==> src/rtl/boot_sequencer.sv <==
// Boot sequencer: loads a program into instruction memory, then releases the cpu until halt.
// Optional RUN watchdog is enabled by defining SEQ_TIMEOUT_EN.
module boot_sequencer #(
    parameter int              n          = 32,
    parameter int              DEPTH      = 64,
    parameter logic [n-1:0]    HALT_INSTR = 32'hFC00_0000,
    parameter int              MAX_CYCLES = 1000
) (
    input  logic          i_clk,
    input  logic          i_reset,
    input  logic          i_start,
    input  logic          i_load_valid,
    input  logic [n-1:0]  i_load_data,
    input  logic          i_load_last,
    input  logic [n-1:0]  i_instr,
    output logic          o_load_ready,
    output logic          o_imem_we,
    output logic [n-1:0]  o_imem_addr,
    output logic [n-1:0]  o_imem_wdata,
    output logic          o_cpu_reset,
    output logic          o_done,
    output logic          o_error,
    output logic          o_timeout,
    output logic [31:0]   o_cycle_count
);

    typedef enum logic [1:0] {
        S_IDLE = 2'd0,
        S_LOAD = 2'd1,
        S_RUN  = 2'd2,
        S_DONE = 2'd3
    } state_t;

    localparam logic [n-3:0] IDX_LAST = (n-2)'(DEPTH - 1);
    localparam logic [n-3:0] IDX_ONE  = 1;

    state_t        r_state;
    logic [n-3:0]  r_index;
    logic [31:0]   r_cycle;
    logic          r_done;
    logic          r_error;
    logic          w_accept;
    logic          w_halt;
    logic          w_last_slot;

    assign o_load_ready  = (r_state == S_LOAD);
    assign o_cpu_reset   = (r_state != S_RUN);
    assign w_accept      = i_load_valid & o_load_ready;
    assign w_halt        = (i_instr == HALT_INSTR);
    assign w_last_slot   = (r_index == IDX_LAST);
    assign o_imem_we     = w_accept;
    assign o_imem_addr   = {r_index, 2'b00};
    assign o_imem_wdata  = i_load_data;
    assign o_done        = r_done;
    assign o_error       = r_error;
    assign o_cycle_count = r_cycle;

`ifdef SEQ_TIMEOUT_EN
    localparam logic [31:0] WD_LAST = 32'(MAX_CYCLES - 1);
    logic r_timeout;
    assign o_timeout = r_timeout;
`else
    assign o_timeout = 1'b0;
`endif

    always_ff @(posedge i_clk) begin
        if (i_reset) begin
            r_state <= S_IDLE;
            r_index <= '0;
            r_cycle <= '0;
            r_done  <= 1'b0;
            r_error <= 1'b0;
`ifdef SEQ_TIMEOUT_EN
            r_timeout <= 1'b0;
`endif
        end else begin
            case (r_state)
                S_IDLE: begin
                    if (i_start) begin
                        r_state <= S_LOAD;
                        r_index <= '0;
                    end
                end
                S_LOAD: begin
                    if (w_accept) begin
                        r_index <= r_index + IDX_ONE;
                        if (i_load_last) begin
                            r_state <= S_RUN;
                        end else if (w_last_slot) begin
                            // Memory full without a last word: the program cannot be trusted.
                            r_error <= 1'b1;
                            r_done  <= 1'b1;
                            r_state <= S_DONE;
                        end
                    end
                end
                S_RUN: begin
                    r_cycle <= r_cycle + 32'd1;
                    if (w_halt) begin
                        r_done  <= 1'b1;
                        r_state <= S_DONE;
                    end
`ifdef SEQ_TIMEOUT_EN
                    else if (r_cycle == WD_LAST) begin
                        r_timeout <= 1'b1;
                        r_done    <= 1'b1;
                        r_state   <= S_DONE;
                    end
`endif
                end
                S_DONE: begin
                    if (i_start) begin
                        r_state <= S_LOAD;
                        r_index <= '0;
                        r_cycle <= '0;
                        r_done  <= 1'b0;
                        r_error <= 1'b0;
`ifdef SEQ_TIMEOUT_EN
                        r_timeout <= 1'b0;
`endif
                    end
                end
                default: r_state <= S_IDLE;
            endcase
        end
    end

endmodule

==> config.mk <==
export PLATFORM = sky130hd
export DESIGN_NAME = boot_sequencer
export DESIGN_NICKNAME = d
export VERILOG_FILES = /design/src/rtl/boot_sequencer.sv
export SDC_FILE = /design/constraint.sdc
export NUM_CORES = 1
export LEC_CHECK = 0
export BUFFER_PORTS_ARGS = -buffer_cell sky130_fd_sc_hd__buf_2
export CAP_MARGIN = 20
export CORE_MARGIN = 2
export CORE_UTILIZATION = 27
export DETAILED_ROUTE_END_ITERATION = 7
export PLACE_DENSITY = 0.6
export SLEW_MARGIN = 30
export SYNTH_ARGS = -nofsm -noshare
export SYNTH_HDL_FRONTEND = slang
export SYNTH_SLANG_ARGS = --single-unit
==> constraint.sdc <==
create_clock -name i_clk -period 2.8 [get_ports i_clk]
set_input_delay 0.14 -clock i_clk [delete_from_list [all_inputs] [get_ports i_clk]]
set_output_delay 0.14 -clock i_clk [all_outputs]
set_load 0.01 [all_outputs]
==> Yosys cells after proc, flatten, opt, wreduce, memory -nomap -nowiden <==
Index checks and enable logic that the tools add are counted.
{ "classes": {"addsub": 2, "n_eq_ne": 13, "muxes": 18, "bitwise": 1, "reduce_logical": 11} }
{ "op_table": {"columns": ["cell", "n"], "rows": [
  ["$pmux 32 s2", 1],
  ["$mux 30", 2],
  ["$pmux 30 s2", 1],
  ["$add 32x1->32 const B", 1],
  ["$eq 32x32->1 const B", 1],
  ["$mux 32", 1],
  ["$add 30x1->30 const B", 1],
  ["$eq 30x6->1 const B", 1],
  ["$mux 2", 5],
  ["$ne 2x2->1 const B", 4],
  ["$ne 2x1->1 const B", 3],
  ["$pmux 2 s3", 1],
  ["$reduce_and 6->1", 1],
  ["$reduce_bool 2->1", 3],
  ["$mux 1", 5],
  ["$reduce_and 5->1", 1],
  ["$eq 2x2->1 const B", 2],
  ["$reduce_and 4->1", 1],
  ["$ne 3x2->1 const B", 1],
  ["$pmux 1 s3", 1],
  ["$reduce_and 3->1", 1],
  ["$reduce_bool 3->1", 1],
  ["$eq 2x1->1 const B", 1],
  ["$logic_not 2->1", 1],
  ["4 further kinds", 4]
]} }
{ "word_totals": {"ff_bits": 66, "in_bits": 69, "out_inout_bits": 102, "elab_cells": 50} }

==> Logic depth before layout (Yosys ltp) <==
{ "depth": {"ltp_word": 5, "ltp_mapped": 8, "depth_no_buf": 7} }

==> Worst setup path before layout <==
OpenSTA, ideal clock, no wires.
{ "synth_timing": {"path_type": "flip-flop to flip-flop", "startpoint": "reg r_state[0]", "endpoint": "reg r_index[27]", "setup_time_ns": 0.070, "arrival_time_ns": 2.091, "required_ns": 2.730, "setup_slack_ns": 0.638, "path_stages_with_launch": 8, "synth_period_minus_slack_ns": 2.162, "path_cell_list": "dfxtp_1 -> inv_1 -> ha_1 -> nor2b_1 -> nor4_4 -> nand4_2 -> or3_1 -> a21oi_1"} }
{ "synth_between": {"elab_chain_len": 4} }
{ "synth_rtl": {"columns": ["item", "line", "source"], "rows": [
  ["start: declaration", "37", "state_t r_state;"],
  ["start signal: assignment", "68", "r_state <= S_IDLE;"],
  ["start signal: assignment", "80", "r_state <= S_LOAD;"],
  ["start signal: assignment", "88", "r_state <= S_RUN;"],
  ["$eq 2x1->1, or another cell as far along", "46, 77", null],
  ["$and 1x1->1 or $reduce_or 2->1 (tied branches)", null, null],
  ["$ne 2x1->1 (no source line) or $reduce_bool 2->1 (tied branches)", null, null],
  ["$reduce_and 3->1 (no source line)", null, null],
  ["end signal: assignment", "86", "r_index <= r_index + IDX_ONE;"],
  ["end: declaration", "38", "logic [n-3:0] r_index;"]
]} }
Parallel ways exist; a longest one is shown, timed or not.
A chain may end at the register's enable or synchronous reset.

==> Worst setup path after layout <==
{ "layout_timing": {"startpoint": "reg r_state[0]", "endpoint": "reg r_index[29]"} }
The elaborated chain is that of the path after synthesis.

==> metrics.md <==
| Metric | Value |
|---|---|
| Outcome | finished clean |
| ANT nets after route | 0 |
| Clock skew | 5.36 ps |
| Reg area | around 1300 um^2 |
| Leak | around 1.7 nW |
| DP Worst Slack | between 500 and 600 ps |
| Most frequent cells in the layout | 103 x buf_2, 66 x dfxtp_1, 55 x nor2_1, 31 x xnor2_1, 30 x nand2_1 |
| Post-route cell area | between 4000 and 5000 um^2 |
| Critical Path RT | about 3100 ps |
| Hold crit path type | input pin to register |
| Post-Route WL | 9420 um |
| Critical path type | register to register |
| Initial Utilization | 0.273 |
| Async set-reset flop share out of synthesis | 0 |
| Input/output buffers | about 100 |
| WP data arrival | 2510 ps |
| Slew Viols, Final | 0 |
| RSZ-0062 raised after global routing | false |
| Mapped Avg Cell Area | between 8 and 9 um^2 |
| Synth Flop Type | dfxtp_1 |
| DRC Markers | 0 |
| Nets | approximately 600 |
| Setup bufs post-CTS | 0 |
| Post-DP HPWL | about 7000 um |
| CTS Root Cell | clkbuf_16 |
| Worst-Skew Late Latency | between 300 and 400 ps |
| Final Hold Vio Count | 0 |
| Worst setup slack after layout | ~560 ps |
| Pin count of the biggest net entering global routing | 31 |
| Synth cell types | 39 |
| Final setup violation count | 0 |
| CTS tree | yes |
| Drt via density | about 4.8 |
| Number of flops mapped to enable cells by yosys | 0 |
| Core area | ~13000 um^2 |
| Die Y-Extent | 119 um |
| CTS Buf Count | 9 |
| Internal | 1.86 mW |
| Vias in the first global route | just over 3k |
| Number of clock sinks | 66 |
| Post_cts resized | 0 |
| IO Pins | around 170 |
| Crit end category | register |
| Initial DRT Pass Iterations | 4 |
| Maximum VDD drop | 0.311 mV |
| Max-Cap Viols | 0 |
| Fmax | between 400 and 500 MHz |
| Fill cells | 1389 |
| Net Switching | 0.756 mW |
| Yosys Warn Count | 0 |
| Hold Slack | 77.1 ps |
| Setup TNS | 0 ps |
| Slew @ Worst Pin | approximately 580 ps |
| Die width | about 120 um |
| Multi-input gate area | 1890 um^2 |
| Clock buffer depth | 2 |
| Initial antenna violation count | 2 |
| Clock share of power | 0.411 |
| Syn Std Cell Area | approximately 3600 um^2 |
| Relative slew slack | 0.612 |
| Total vias in the final route | around 3.3k |
| Crit share post-route | 0.801 |
| GRT overflow | 0 |
| Yosys reg bits | 66 |
| Power per cell area | approximately 600 nW/um^2 |
| Sw Ratio | 0.289 |
| Post-synthesis sequential area ratio | 0.370 |
| Area grow syn2layout | 21.6% |
| Flop pwr share | 0.383 |
| Die footprint | ~14000 um^2 |
| DR iter-0 viols | between 100 and 150 |
| Startpoint Class | register |
| Worst-path clk slew | approximately 50 ps |
| Most common cell after layout, fill and taps aside | buf_2 |
| Share of cells above drive strength 1 | 0.270 |
| # rows | 42 |
| Wire per inst | about 14 um |
| Final min period | 2240 ps |
| Placed instance area | about 4000 um^2 |
| First-pass GRT wire length | roughly 15000 um |
| Logic pwr share | 0.206 |
| Post-synthesis cell count | between 400 and 500 |
| Worst-path maximum fanout | 10 |
| Gr usage total | 0.133 |
| Hold buffers post-CTS | 0 |
| # H-tree levels | 3 |
| GPL Wtd Cong | about 0.78 |
## critical path, cell delays in order (launching register included)
cell,delay (ps)
dfxtp_1,400
inv_1,90
ha_1,360
nor2b_1,220
nor4_4,270
nand4_2,270
or3_1,430
a21oi_1,140
## metrics by stage
stage	total power [mW]	utilization	cells
6_report	2.62	0.332	688
5_1_grt	2.77	0.332	688
4_1_cts	2.66	0.332	687
3_5_place_dp	1.56	0.310	672
3_3_place_gp	1.55	0.310	672
2_1_floorplan	1.44	-	434
## registers in the layout, indices dropped and copies added, names as in the netlist
signal         flops
o_cycle_count     32
o_done             1
o_error            1
r_index           30
r_state            2
## cells by family after synthesis
logic type               share of synthesized area
XOR/XNOR                                     0.110
AND/OR/NAND/NOR                              0.315
multiplexers                                0.0119
buffers and inverters                        0.105
flip-flops                                   0.370
other                                      0.00105
AO/OA/AOI/OAI                               0.0623
adder cells (fa/ha/maj)                     0.0245
## power groups by stage
stage               clock, mW  sequential (mW)  combinational [mW]
floorplan                   0             1.02               0.417
global placement            0             1.02               0.529
detailed placement          0             1.02               0.543
CTS                      1.11             1.00               0.548
global route             1.16             1.01               0.606
finish                   1.07             1.00               0.540
## final timing paths
check        slack, ps       start  cells after the start                to
min                 80     i_reset                      2  o_cycle_count[2]
max reg2reg        560  r_state[0]                      7       r_index[29]
max                560  r_state[0]                      7       r_index[29]
min reg2reg        500     o_error                      2           o_error
## layer usage
layer | vias up | GRT usage | wire (um) | part of all wire
li1 | 1619 | - | - | -
met1 | 1546 | 0.155 | 3910 | 0.42
met2 | 110 | 0.221 | 4610 | 0.49
met3 | 23 | 0.0393 | 680 | 0.072
met4 | 2 | 0.0677 | 216 | 0.023
met5 | - | 0 | 7 | 0.00074
## area by class of cell
cell class	count	share of cell area
clock buffers	13	0.0645
multi-input cells	305	0.434
flip-flops and latches	66	0.304
diodes	1	0.000576
inverters	15	0.0130
repair buffers	110	0.131
well taps	176	0.0507
clock inverters	2	0.00230
## cell usage after synthesis, types with 3 or more instances
| cell | instances | area, um^2 |
|---|---|---|
| and2_1 | 3 | 18.8 |
| nand2_1 | 30 | 113 |
| nand4_1 | 16 | 100 |
| o21ai_0 | 15 | 75.1 |
| xor2_1 | 14 | 123 |
| ha_1 | 7 | 87.6 |
| and3_1 | 3 | 18.8 |
| inv_1 | 15 | 56.3 |
| nor4_1 | 24 | 150 |
| o41a_1 | 3 | 33.8 |
| and4_1 | 6 | 52.6 |
| nor2b_1 | 4 | 25.0 |
| dfxtp_1 | 66 | 1320 |
| xnor2_1 | 31 | 272 |
| nand3_1 | 22 | 110 |
| nor2_1 | 55 | 206 |
| or3_1 | 14 | 87.6 |
| buf_4 | 35 | 263 |
| clkbuf_1 | 9 | 33.8 |
| nor3_1 | 15 | 75.1 |
| nor4_4 | 3 | 63.8 |
| a21oi_1 | 16 | 80.1 |
| or2_2 | 4 | 25.0 |
No activity file was read; power rests on OpenSTA's default activity.
